[config.mk]
export PLATFORM = sky130hd
export DESIGN_NAME = axi_mem_arb
export DESIGN_NICKNAME = d
export VERILOG_FILES = /design/src/rtl/axi_mem_arb.sv
export SDC_FILE = /design/constraint.sdc
export NUM_CORES = 1
export LEC_CHECK = 0
export CAP_MARGIN = 15
export CORE_AREA = 3 3 678 680
export DETAILED_ROUTE_END_ITERATION = 12
export DIE_AREA = 0 0 681 683
export PLACE_DENSITY = 0.3
export SLEW_MARGIN = 0
export SYNTH_ARGS = -nofsm -noshare
export SYNTH_HDL_FRONTEND = slang
export SYNTH_SLANG_ARGS = --single-unit
[constraint.sdc]
create_clock -name clk_i -period 2.7 [get_ports clk_i]
set_input_delay 0.81 -clock clk_i [delete_from_list [all_inputs] [get_ports clk_i]]
set_output_delay 0.81 -clock clk_i [all_outputs]
set_load 0.01 [all_outputs]
[src/rtl/axi_mem_arb.sv]
// axi_mem_arb: round-robin arbiter sharing one single-outstanding AXI4 memory slave between NUM_MST requesters,
// with independent read and write arbitration and a sticky data/response-phase timeout flag.
module axi_mem_arb #(
  parameter int NUM_MST  = 2,
  parameter int ADDR_WTH = 32,
  parameter int DATA_WTH = 256,
  parameter int ID_WIDTH = 4,
  parameter int TIMEOUT  = 1024
) (
  input  logic                             clk_i,
  input  logic                             rst_i,
  input  logic [NUM_MST*ADDR_WTH-1:0]      req_awaddr,
  input  logic [NUM_MST*8-1:0]             req_awlen,
  input  logic [NUM_MST*3-1:0]             req_awsize,
  input  logic [NUM_MST*2-1:0]             req_awburst,
  input  logic [NUM_MST*ID_WIDTH-1:0]      req_awid,
  input  logic [NUM_MST-1:0]               req_awvalid,
  output logic [NUM_MST-1:0]               req_awready,
  input  logic [NUM_MST*DATA_WTH-1:0]      req_wdata,
  input  logic [NUM_MST*DATA_WTH/8-1:0]    req_wstrb,
  input  logic [NUM_MST-1:0]               req_wlast,
  input  logic [NUM_MST-1:0]               req_wvalid,
  output logic [NUM_MST-1:0]               req_wready,
  output logic [1:0]                       req_bresp,
  output logic [ID_WIDTH-1:0]              req_bid,
  output logic [NUM_MST-1:0]               req_bvalid,
  input  logic [NUM_MST-1:0]               req_bready,
  input  logic [NUM_MST*ADDR_WTH-1:0]      req_araddr,
  input  logic [NUM_MST*8-1:0]             req_arlen,
  input  logic [NUM_MST*3-1:0]             req_arsize,
  input  logic [NUM_MST*2-1:0]             req_arburst,
  input  logic [NUM_MST*ID_WIDTH-1:0]      req_arid,
  input  logic [NUM_MST-1:0]               req_arvalid,
  output logic [NUM_MST-1:0]               req_arready,
  output logic [DATA_WTH-1:0]              req_rdata,
  output logic [1:0]                       req_rresp,
  output logic                             req_rlast,
  output logic [ID_WIDTH-1:0]              req_rid,
  output logic [NUM_MST-1:0]               req_rvalid,
  input  logic [NUM_MST-1:0]               req_rready,
  output logic [ADDR_WTH-1:0]              mem_awaddr,
  output logic [7:0]                       mem_awlen,
  output logic [2:0]                       mem_awsize,
  output logic [1:0]                       mem_awburst,
  output logic [ID_WIDTH-1:0]              mem_awid,
  output logic                             mem_awvalid,
  input  logic                             mem_awready,
  output logic [DATA_WTH-1:0]              mem_wdata,
  output logic [DATA_WTH/8-1:0]            mem_wstrb,
  output logic                             mem_wlast,
  output logic                             mem_wvalid,
  input  logic                             mem_wready,
  input  logic [1:0]                       mem_bresp,
  input  logic [ID_WIDTH-1:0]              mem_bid,
  input  logic                             mem_bvalid,
  output logic                             mem_bready,
  output logic [ADDR_WTH-1:0]              mem_araddr,
  output logic [7:0]                       mem_arlen,
  output logic [2:0]                       mem_arsize,
  output logic [1:0]                       mem_arburst,
  output logic [ID_WIDTH-1:0]              mem_arid,
  output logic                             mem_arvalid,
  input  logic                             mem_arready,
  input  logic [DATA_WTH-1:0]              mem_rdata,
  input  logic [1:0]                       mem_rresp,
  input  logic                             mem_rlast,
  input  logic [ID_WIDTH-1:0]              mem_rid,
  input  logic                             mem_rvalid,
  output logic                             mem_rready,
  output logic [NUM_MST-1:0]               wr_gnt_o,
  output logic [NUM_MST-1:0]               rd_gnt_o,
  output logic                             err_o
);
  localparam int IW = $clog2(NUM_MST);
  localparam int CW = $clog2(TIMEOUT + 1);
  localparam int SW = DATA_WTH / 8;
  typedef enum logic [1:0] {W_IDLE, W_ADDR, W_DATA, W_RESP} w_state_t;
  typedef enum logic [1:0] {R_IDLE, R_ADDR, R_DATA} r_state_t;
  w_state_t w_state_q, w_state_d;
  r_state_t r_state_q, r_state_d;
  logic [IW-1:0] w_idx_q, w_idx_d, w_ptr_q, w_ptr_d, w_win;
  logic [IW-1:0] r_idx_q, r_idx_d, r_ptr_q, r_ptr_d, r_win;
  logic [CW-1:0] w_cnt_q, w_cnt_d, r_cnt_q, r_cnt_d;
  logic err_q, err_d, w_any, r_any;
  logic aw_hs, w_hs, b_hs, ar_hs, r_hs;
  // Returns {found, index}; scanning offsets high to low leaves the lowest offset after p as winner.
  function automatic logic [IW:0] rr_pick(input logic [NUM_MST-1:0] v, input logic [IW-1:0] p);
    logic [IW:0] res;
    res = '0;
    for (int i = NUM_MST; i >= 1; i--) begin
      int k;
      k = (int'(p) + i) % NUM_MST;
      if (v[k]) res = {1'b1, IW'(k)};
    end
    return res;
  endfunction
  assign {w_any, w_win} = rr_pick(req_awvalid, w_ptr_q);
  assign {r_any, r_win} = rr_pick(req_arvalid, r_ptr_q);
  assign wr_gnt_o = (w_state_q == W_IDLE) ? '0 : NUM_MST'(1) << w_idx_q;
  assign rd_gnt_o = (r_state_q == R_IDLE) ? '0 : NUM_MST'(1) << r_idx_q;
  assign err_o = err_q;
  assign mem_awaddr  = req_awaddr[w_idx_q*ADDR_WTH +: ADDR_WTH];
  assign mem_awlen   = req_awlen[w_idx_q*8 +: 8];
  assign mem_awsize  = req_awsize[w_idx_q*3 +: 3];
  assign mem_awburst = req_awburst[w_idx_q*2 +: 2];
  assign mem_awid    = req_awid[w_idx_q*ID_WIDTH +: ID_WIDTH];
  assign mem_awvalid = w_state_q == W_ADDR;
  assign aw_hs       = mem_awvalid & mem_awready;
  assign req_awready = aw_hs ? wr_gnt_o : '0;
  assign mem_wdata   = req_wdata[w_idx_q*DATA_WTH +: DATA_WTH];
  assign mem_wstrb   = req_wstrb[w_idx_q*SW +: SW];
  assign mem_wlast   = req_wlast[w_idx_q];
  assign mem_wvalid  = (w_state_q == W_DATA) & req_wvalid[w_idx_q];
  assign w_hs        = mem_wvalid & mem_wready;
  assign req_wready  = (w_state_q == W_DATA && mem_wready) ? wr_gnt_o : '0;
  assign mem_bready  = (w_state_q == W_RESP) & req_bready[w_idx_q];
  assign b_hs        = mem_bready & mem_bvalid;
  assign req_bvalid  = (w_state_q == W_RESP && mem_bvalid) ? wr_gnt_o : '0;
  assign req_bresp   = mem_bresp;
  assign req_bid     = mem_bid;
  assign mem_araddr  = req_araddr[r_idx_q*ADDR_WTH +: ADDR_WTH];
  assign mem_arlen   = req_arlen[r_idx_q*8 +: 8];
  assign mem_arsize  = req_arsize[r_idx_q*3 +: 3];
  assign mem_arburst = req_arburst[r_idx_q*2 +: 2];
  assign mem_arid    = req_arid[r_idx_q*ID_WIDTH +: ID_WIDTH];
  assign mem_arvalid = r_state_q == R_ADDR;
  assign ar_hs       = mem_arvalid & mem_arready;
  assign req_arready = ar_hs ? rd_gnt_o : '0;
  assign mem_rready  = (r_state_q == R_DATA) & req_rready[r_idx_q];
  assign r_hs        = mem_rready & mem_rvalid;
  assign req_rvalid  = (r_state_q == R_DATA && mem_rvalid) ? rd_gnt_o : '0;
  assign req_rdata   = mem_rdata;
  assign req_rresp   = mem_rresp;
  assign req_rlast   = mem_rlast;
  assign req_rid     = mem_rid;
  always_comb begin
    w_state_d = w_state_q;
    w_idx_d   = w_idx_q;
    w_ptr_d   = w_ptr_q;
    case (w_state_q)
      W_IDLE: if (w_any) begin w_state_d = W_ADDR; w_idx_d = w_win; end
      W_ADDR: if (aw_hs) w_state_d = W_DATA;
      W_DATA: if (w_hs && mem_wlast) w_state_d = W_RESP;
      W_RESP: if (b_hs) begin w_state_d = W_IDLE; w_ptr_d = w_idx_q; end
      default: w_state_d = W_IDLE;
    endcase
  end
  always_comb begin
    r_state_d = r_state_q;
    r_idx_d   = r_idx_q;
    r_ptr_d   = r_ptr_q;
    case (r_state_q)
      R_IDLE: if (r_any) begin r_state_d = R_ADDR; r_idx_d = r_win; end
      R_ADDR: if (ar_hs) r_state_d = R_DATA;
      R_DATA: if (r_hs && mem_rlast) begin r_state_d = R_IDLE; r_ptr_d = r_idx_q; end
      default: r_state_d = R_IDLE;
    endcase
  end
  // Counters saturate at TIMEOUT so the flag condition cannot wrap away.
  always_comb begin
    w_cnt_d = (w_state_q == W_IDLE || aw_hs || w_hs || b_hs) ? '0 :
              (w_cnt_q == CW'(TIMEOUT)) ? w_cnt_q : w_cnt_q + 1'b1;
    r_cnt_d = (r_state_q == R_IDLE || ar_hs || r_hs) ? '0 :
              (r_cnt_q == CW'(TIMEOUT)) ? r_cnt_q : r_cnt_q + 1'b1;
    err_d   = err_q | (w_cnt_d == CW'(TIMEOUT)) | (r_cnt_d == CW'(TIMEOUT));
  end
  always_ff @(posedge clk_i) begin
    if (rst_i) begin
      w_state_q <= W_IDLE;
      r_state_q <= R_IDLE;
      w_idx_q   <= '0;
      r_idx_q   <= '0;
      w_ptr_q   <= IW'(NUM_MST - 1);
      r_ptr_q   <= IW'(NUM_MST - 1);
      w_cnt_q   <= '0;
      r_cnt_q   <= '0;
      err_q     <= 1'b0;
    end else begin
      w_state_q <= w_state_d;
      r_state_q <= r_state_d;
      w_idx_q   <= w_idx_d;
      r_idx_q   <= r_idx_d;
      w_ptr_q   <= w_ptr_d;
      r_ptr_q   <= r_ptr_d;
      w_cnt_q   <= w_cnt_d;
      r_cnt_q   <= r_cnt_d;
      err_q     <= err_d;
    end
  end
endmodule

**After elaboration in Yosys (flattened, before gate mapping)**

Cells that the tools add are included.

- Bits in latches: 0
- Memories kept: 0
- Memory bits (read-only): 0
- Logic and storage cells: 129
- Output and inout port bits: 676
- Input port bits: 1060
- Register bits after elaboration: 31
- Memory bits (writable): 0

- Multiplexer cells: 44
- Shift-type cells: 14
- Add/sub/neg operators: 6
- Divide/modulo/power cells: 0
- Reduce and logical (&&, ||, !) cells: 18
- $lt $le $gt $ge: 6
- Eq/ne operators: 16
- Bitwise operators: 14
- Multiply operators: 2

Operator list:

| cell | number |
|---|---|
| indexed part select 512 x 10 -> 256 bit | 1 |
| indexed part select 64 x 7 -> 32 bit | 3 |
| == test 11 bit (second input constant) | 4 |
| 2-to-1 mux 11 bit | 4 |
| 2-to-1 mux 2 bit | 18 |
| indexed part select 16 x 5 -> 8 bit | 2 |
| adder 11 x 1 -> 11 bit (second input constant) | 2 |
| 2-to-1 mux 1 bit | 20 |
| indexed part select 8 x 4 -> 4 bit | 2 |
| less-than comparator 2 x 3 -> 1 bit (second input constant) | 4 |
| indexed part select 6 x 4 -> 3 bit | 2 |
| bitwise AND 1 bit | 8 |
| inequality test 2 x 1 -> 1 bit (second input constant) | 4 |
| one-hot mux 2 bit (4 select lines) | 1 |
| AND reduction 2 bit | 4 |
| indexed part select 4 x 3 -> 2 bit | 2 |
| == test 2 bit (second input constant) | 3 |
| multiplier 1 x 2 -> 3 bit (second input constant) | 2 |
| inequality test 2 bit (second input constant) | 3 |
| one-hot mux 2 bit (3 select lines) | 1 |
| logical AND 1 bit | 5 |
| logical OR 1 bit | 5 |
| adder 1 bit (second input constant) | 4 |
| bitwise AND 1 bit (first input constant) | 4 |
| other kinds (7) | 12 |

**Logic depth before layout (Yosys ltp)**

Gate-level depths: netlist (run 1).

- Depth in word-level cells: 10
- Gate-level depth with buffers: 9
- Mapped depth without buffers: 8

**Least setup slack after synthesis (run 1)**

Ideal clock, no wire load.

- Path kind: register -> output
- Start: register w_idx_q
- End: output port mem_wdata[156]
- Cell stages (with the launch flop): 6
- Setup slack: 0.313 ns
- Path buffers: 4
- Data required time: 1.890 ns
- Data arrival time: 1.577 ns
- Path through: dfxtp_1 > buf_6 > clkbuf_1 > clkbuf_1 > buf_2 > mux2_2

- Cells in the longest elaborated chain, start to end: 1

Ends and longest elaborated chain:

| element | RTL line | text |
|---|---|---|
| from (decl) | 81 | `logic [IW-1:0] w_idx_q, w_idx_d, w_ptr_q, w_ptr_d, w_win;` |
| from (signal assigned) | 181 | `w_idx_q <= w_idx_d;` |
| indexed part select 512 x 10 -> 256 bit | 110 | `assign mem_wdata = req_wdata[w_idx_q*DATA_WTH +: DATA_WTH];` |
| to (decl) | 48 | `output logic [DATA_WTH-1:0] mem_wdata,` |

No other way between the ends.

**Final worst setup path (run 1)**

- Start: input port req_wvalid[0]
- End: output port mem_wvalid

- Cells in the longest elaborated chain, start to end: 3

Ends and longest elaborated chain:

| element | RTL line | text |
|---|---|---|
| from (decl) | 22 | `input logic [NUM_MST-1:0] req_wvalid,` |
| 2-to-1 mux 1 bit (not written as such) (2 in series) | 113 | `assign mem_wvalid = (w_state_q == W_DATA) & req_wvalid[w_idx_q];` |
| bitwise AND 1 bit | 113 |  |
| to (decl) | 51 | `output logic mem_wvalid,` |

No other way between the ends. The select of a mux whose other input is x is not followed.

==> summary.txt, run 1 <==
Synth
  – Warnings, synthesis: 0
  – Post-synth cell types: 45
  – Post-synthesis sequential area ratio: 7.27%
  – Synth Instances: 951
  – Yosys reg bits: 31
  – Syn_nets: 2020
  – EDFF count, synth: 0
  – Yosys top cell area share: 51.1%
  – Area contributors post-synth: mux2_2 (51%), buf_4 (24%), dfxtp_1 (7.3%), nor2_1 (2.0%), buf_2 (1.3%)
  – Top-count cell post-synth: mux2_2
  – Post-synth top cells: mux2_2 (387), buf_4 (269), nor2_1 (46)
  – Async SR Flop Fraction: 0%
  – Synth Area per Inst: 8.97 um^2
  – Main flop type after synthesis: dfxtp_1
  – Post-synth top area cell: mux2_2
  – Post-synthesis cell area: 0.00853 mm^2

Critical path
  – Crit. End Element: primary output
  – Reg2reg end: err_o
  – CP cell instances: clkdlybuf4s50_1 -> mux2i_4 -> buf_12 -> and2b_1 -> buf_12
  – Buffers & Inverters on Critical Path: 3
  – Arr. time, crit path: 2.04 ns
  – Slack of the worst reg-to-reg path: 0.19 ns
  – Req. time, crit path: 1.89 ns
  – Worst r2r path cells: 11
  – Worst setup path startpoint: req_wvalid[0]
  – Slowest cell on the critical path: clkdlybuf4s50_1
  – CP max stage delay: 0.45 ns
  – Crit path max-delay family: buffers and inverters
  – Critical path type: input port to primary output
  – Cell mode on critical path: buf_12
  – Reg2reg start: w_idx_q
  – Crit-path max FO: 3
  – Startpoint types: input port

Routing
  – Drt drc: 0
  – Post-route ant nets: 0
  – Initial drt markers: 824
  – Vias per inst: 1.72
  – Routed WL per cell: 38.6 um
  – Routed via count: 13932
  – Final WL: 312000 um
  – TritonRoute pass-1 iters: 5

Finish
  – Seq. cell area: 626 um^2
  – Final cell count without fillers: 8080
  – Filler cells: 53295
  – Nets: 3040
  – Share of cells above drive strength 1: 46.2%
  – Area growth syn-to-layout: 257%
  – Area of the multi-input gates: 0.00644 mm^2

Power and ir drop
  – Switching share of power: 45.9%
  – Pwr Density: 336 mW/mm^2
  – Internal power: 5.53 mW
  – Switching power: 4.70 mW
  – Total power: 10.2 mW
  – Register share of total power: 5.2%
  – Worst ir drop on vdd: 0.162 mV
  – Leak Pwr: 9.84 nW
  – Power share of the clock group: 5.2%
  – Comb power frac: 89.6%

Clocking
  – CTS Buf Count: 5
  – Worst-path clk slew: 0.05 ns
  – Skew-Pair Late Insertion Delay: 0.28 ns
  – CTS tree: yes
  – H-Tree Depth: 2
  – Clk sinks: 31
  – Max Root-Sink Buffers: 2
  – Root Buffer: clkbuf_16

Timing
  – Setup-failing EPs final: 65
  – RSZ-0062 raised after global routing: yes
  – Worst slew margin: 71.6%
  – Slew at the pin with the worst max-slew slack: 0.424 ns
  – Final Critical Period: 2.85 ns
  – Period utilization: 106%
  – Fmax: 0.351 GHz
  – Count of final hold-check violations: 0
  – Final Max Tran Viols: 0
  – Final clock skew: 0.0104 ns
  – Final WS setup: -0.151 ns

Die
  – Core area: 0.455 mm^2
  – Initial core utilization: 1.88%
  – Top Ports: 1736
  – Chip height: 683 um
  – Area of the die: 0.465 mm^2
  – FP Rows: 248
  – Die width: 681 um

Global routing
  – Initial antenna violation count: 290
  – Largest net degree at the start of global routing: 36
  – Global-route wire length before repair: 338000 um
  – All-Layer GR Usage: 12.7%
  – Vias in the first global route: 13239
  – GRT overflow: 0

Hold path
  – Hold Crit Depth: 2
  – Worst min path class: register to register
  – Worst Hold End: w_ptr_q
  – Hold path startpoint: w_ptr_q

Run status
  – Violated checks: negative setup slack
  – Status: finished with violations

Place
  – IO buf count: 1199
  – GPL Wtd Cong: 1.08
  – Dpl cells: 7885
  – Detailed Place HPWL: 293000 um

Flow run
  – Max-Cap Viols: 0
==> metrics by stage <==
step | TNS, ns | worst slack [ns] | util, % | hold slack, ns | instance area (um^2)
floorplan | 0 | 0.313 | - | 0.439 | 8530
finish | -3.14 | -0.151 | 6.69 | 0.502 | 30400
global route | -10.72 | -0.203 | 6.66 | 0.545 | 30300
CTS | -24.60 | -0.214 | 6.50 | 0.510 | 29500
global placement | -18.01 | -0.432 | 6.02 | 0.487 | 27400
detailed placement | -18.00 | -0.414 | 6.02 | 0.497 | 27400
==> routing by layer <==
| layer | track usage [%] | up-vias | share of wire [%] |
|---|---|---|---|
| met2 | 20.0 | 1710 | 44 |
| li1 | - | 5227 | - |
| met1 | 12.0 | 6219 | 33 |
| met3 | 11.9 | 598 | 19 |
| met4 | 2.90 | 178 | 3.2 |
| met5 | 1.56 | - | 0.69 |
==> what timing repair did <==
| action | 4_1_cts | 5_1_grt |
|---|---|---|
| gates resized for setup | 535 | 343 |
| setup buffers | 53 | 26 |
| cloned | 15 | 6 |
| pin swaps | 2 | 3 |
| endpoints found under the setup margin | 251 | 290 |
| hold buffers | 0 | 0 |
==> worst max path at each step <==
stage	cells past startpoint	slack [ns]	endpoint
2_1_floorplan	5	0.31	mem_wdata[156]
3_3_place_gp	3	-0.43	mem_wdata[170]
3_5_place_dp	3	-0.41	mem_wdata[170]
4_1_cts	7	-0.21	mem_wvalid
5_1_grt	7	-0.20	mem_wvalid
6_report	5	-0.15	mem_wvalid
==> final cells by class <==
type | count | area share (%)
repair buffers | 1339 | 50.7
well taps | 6000 | 24.7
clock buffers | 7 | 0.436
multi-input cells | 585 | 21.2
diodes | 108 | 0.888
inverters | 9 | 0.111
flip-flops and latches | 31 | 2.06
clock inverters | 1 | 0.0164
==> power groups by stage <==
stage	sequential (mW)	combinational (mW)	clock [mW]
2_1_floorplan	0.517	2.37	0
3_3_place_gp	0.545	8.18	0
3_5_place_dp	0.547	8.17	0
4_1_cts	0.534	9.26	0.563
5_1_grt	0.540	9.66	0.585
6_report	0.532	9.17	0.533
==> sequential cells by signal, indices dropped and copies added (netlist names), 2 cells and up <==
register	count
r_state_q	2
w_cnt_q	11
w_state_q	2
r_cnt_q	11
==> cell families after synthesis <==
logic type / share of synthesized area, %
muxes: 51.8
buffers and inverters: 27.1
and+or+nand+nor: 8.26
DFF: 7.27
AOI/OAI and AO/OA: 2.18
xor gates and xnor gates: 2.05
adders and majority gates: 1.32
==> layout by cell type, fill, tap and decap left out, types with 3 or more instances in the layout <==
cell,instances
a21oi_1,8
nor2_1,43
nand2_1,19
buf_2,14
mux2_2,187
buf_6,122
inv_1,9
dlymetal6s2s_1,10
mux2i_1,3
nand4_1,5
buf_12,175
clkdlybuf4s15_1,33
xnor2_1,9
and3_1,6
nor4b_2,3
dlygate4sd2_1,22
clkdlybuf4s50_1,780
o21ai_0,5
nor2b_1,8
dfxtp_1,29
mux2_4,200
a31oi_1,5
nand2b_1,5
clkbuf_16,11
nor2_4,3
buf_16,14
clkbuf_2,44
diode_2,108
xor2_1,11
a32oi_1,3
buf_8,44
nand3_1,13
nor3_1,8
buf_4,72
ha_1,9
==> tightest hold or removal path, stage by stage (launching register included) <==
cell     delay [ns]
dfxtp_1        0.31
o21ai_0        0.07
nand3_1        0.07
No activity file was read; power rests on OpenSTA's default activity.
==> run 2, diff against run 1 <==
Settings changed: ABC_AREA set to 0, CORE_AREA 3 3 678 680 to 2 2 677 679, DIE_AREA 0 0 681 683 to 0 0 679 681.
==> summary.txt, run 2 (synthesis results as in run 1) <==
Global routing
  – Largest net degree at the start of global routing: 33
  – All-Layer GR Usage: 12.3%
  – GRT busiest layer: met2
  – Vias in the first global route: 13321
  – Initial antenna violation count: 259
  – GR met2 Demand/Resource: 18.4%
  – Global-route wire length before repair: 325000 um
  – Met3 Use GR: 11.4%
  – GRT overflow: 0
  – GRT met1 Usage: 12.2%

Die
  – Chip height: 681 um
  – Area of the die: 0.462 mm^2
  – Top Ports: 1736
  – Die width: 679 um
  – FP Rows: 248
  – Core area: 0.455 mm^2
  – Initial core utilization: 1.88%

Timing
  – Final Max Tran Viols: 0
  – Final clock skew: 0.0107 ns
  – Final Critical Period: 2.79 ns
  – Setup TNS: -1.21 ns
  – Period utilization: 103%
  – RSZ-0062 raised after global routing: yes
  – Setup-failing EPs final: 46
  – Slew at the pin with the worst max-slew slack: 0.431 ns
  – Count of final hold-check violations: 0
  – Fmax: 0.358 GHz
  – Final WS setup: -0.0944 ns
  – Worst slew margin: 71.2%

Critical path
  – CP max stage delay: 0.39 ns
  – Slack of the worst reg-to-reg path: 0.12 ns
  – Buffers & Inverters on Critical Path: 5
  – Cell mode on critical path: buf_12
  – Crit. End Element: primary output
  – Worst r2r path cells: 11
  – Crit-path max FO: 5
  – Crit path max-delay family: buffers and inverters
  – Arr. time, crit path: 1.98 ns
  – Critical path type: register to primary output
  – Worst setup path startpoint: w_idx_q
  – Startpoint types: register
  – Slowest cell on the critical path: dfxtp_4
  – Reg2reg end: err_o
  – Req. time, crit path: 1.89 ns
  – Reg2reg start: w_idx_q
  – CP cell instances: buf_6 -> buf_16 -> buf_12 -> mux2i_4 -> buf_12 -> and2b_1 -> buf_12

Hold path
  – Worst Hold End: r_ptr_q
  – Worst min path class: register to register
  – Hold path startpoint: r_ptr_q
  – Hold Crit Depth: 2

Place
  – IO buf count: 1199
  – Detailed Place HPWL: 277000 um
  – GPL Wtd Cong: 1.22
  – Post-DP Area: 0.0281 mm^2
  – Dpl cells: 7883

Clocking
  – Post-cts hold buffer count: 0
  – Clk sinks: 31
  – H-Tree Depth: 2
  – Skew-Pair Late Insertion Delay: 0.29 ns
  – Worst-path clk slew: 0.06 ns
  – Max Root-Sink Buffers: 2
  – CTS tree: yes
  – CTS Buf Count: 5
  – Root Buffer: clkbuf_16

Power and ir drop
  – Internal power: 5.75 mW
  – Register share of total power: 4.9%
  – Pwr Density: 354 mW/mm^2
  – Leak Pwr: 9.94 nW
  – Power share of the clock group: 5.7%
  – Worst ir drop on vdd: 0.181 mV
  – Switching share of power: 47.3%
  – Switching power: 5.16 mW
  – Total power: 10.9 mW
  – Comb power frac: 89.4%

Finish
  – Cell area after layout: 0.0308 mm^2
  – Filler cells: 53369
  – Top Registers: r_cnt_q (11), w_cnt_q (11)
  – Share of cells above drive strength 1: 48.7%
  – Most frequent cells in the layout: clkdlybuf4s50_1 (774), buf_12 (225), mux2_2 (201)
  – Most common cell after layout, fill and taps aside: clkdlybuf4s50_1
  – Nets: 3037
  – Area growth syn-to-layout: 261%
  – Final cell count without fillers: 8106

Routing
  – Routed WL per cell: 37.0 um
  – Routed via count: 13946
  – Vias per inst: 1.72
  – TritonRoute pass-1 iters: 5
  – Drt drc: 0
  – Post-route ant nets: 0
  – Final WL: 300000 um
  – Initial drt markers: 683

Run status
  – Status: finished with violations
  – Violated checks: negative setup slack

Flow run
  – Max-Cap Viols: 0
==> run 2: area by class of cell <==
class / instances / area (um^2) / share of cell area, %
Clock buffer: 7 / 153 / 0.496
Sequential cell: 31 / 628 / 2.04
Multi-Input combinational cell: 585 / 6380 / 20.7
Antenna cell: 137 / 343 / 1.11
Inverter: 9 / 33.8 / 0.110
Tap cell: 6000 / 7510 / 24.4
Timing Repair Buffer: 1336 / 15700 / 51.1
Clock inverter: 1 / 7.51 / 0.0244
==> run 2: layer usage <==
| layer | up-vias | part of all wire (%) |
|---|---|---|
| met5 | - | 0.72 |
| met4 | 202 | 3.4 |
| met3 | 565 | 19 |
| met2 | 1689 | 42 |
| met1 | 6233 | 35 |
| li1 | 5257 | - |
==> run 2: how the worst max path moves through the flow <==
stage	slack (ns)	cells past startpoint	to
finish	-0.09	7	mem_wvalid
global route	-0.18	7	mem_wvalid
CTS	-0.21	5	mem_wvalid
detailed placement	-1.06	3	mem_wdata[56]
global placement	-1.07	3	mem_wdata[56]
floorplan	0.31	5	mem_wdata[156]
==> run 2: repair_timing <==
action	4_1_cts	5_1_grt
setup endpoints to repair	271	231
setup buffers	39	27
gates resized for setup	482	349
pin swaps	2	2
gates cloned	11	14
==> run 2: power groups by stage <==
stage / logic (mW) / clock network, mW / registers, mW
after global placement: 8.88 / 0 / 0.550
after detailed placement: 8.87 / 0 / 0.551
final: 9.75 / 0.620 / 0.539
after global routing: 10.3 / 0.666 / 0.544
after CTS: 9.62 / 0.648 / 0.540
after floorplan: 2.37 / 0 / 0.517
==> run 2: worst register-to-register path: cells and delay by family, from the launching register on <==
| family | cells | cell delay, ns |
|---|---|---|
| and+or+nand+nor | 3 | 0.88 |
| buffers and inverters | 5 | 0.76 |
| DFF | 1 | 0.39 |
| muxes | 1 | 0.28 |
| AOI/OAI and AO/OA | 2 | 0.22 |
==> run 2: stage by stage <==
| step | utilization [%] | hold slack, ns | setup WS, ns |
|---|---|---|---|
| 4_1_cts | 6.46 | 0.493 | -0.205 |
| 5_1_grt | 6.74 | 0.508 | -0.180 |
| 3_5_place_dp | 6.17 | 0.484 | -1.06 |
| 2_1_floorplan | - | 0.439 | 0.313 |
| 6_report | 6.77 | 0.492 | -0.0944 |
| 3_3_place_gp | 6.17 | 0.482 | -1.07 |
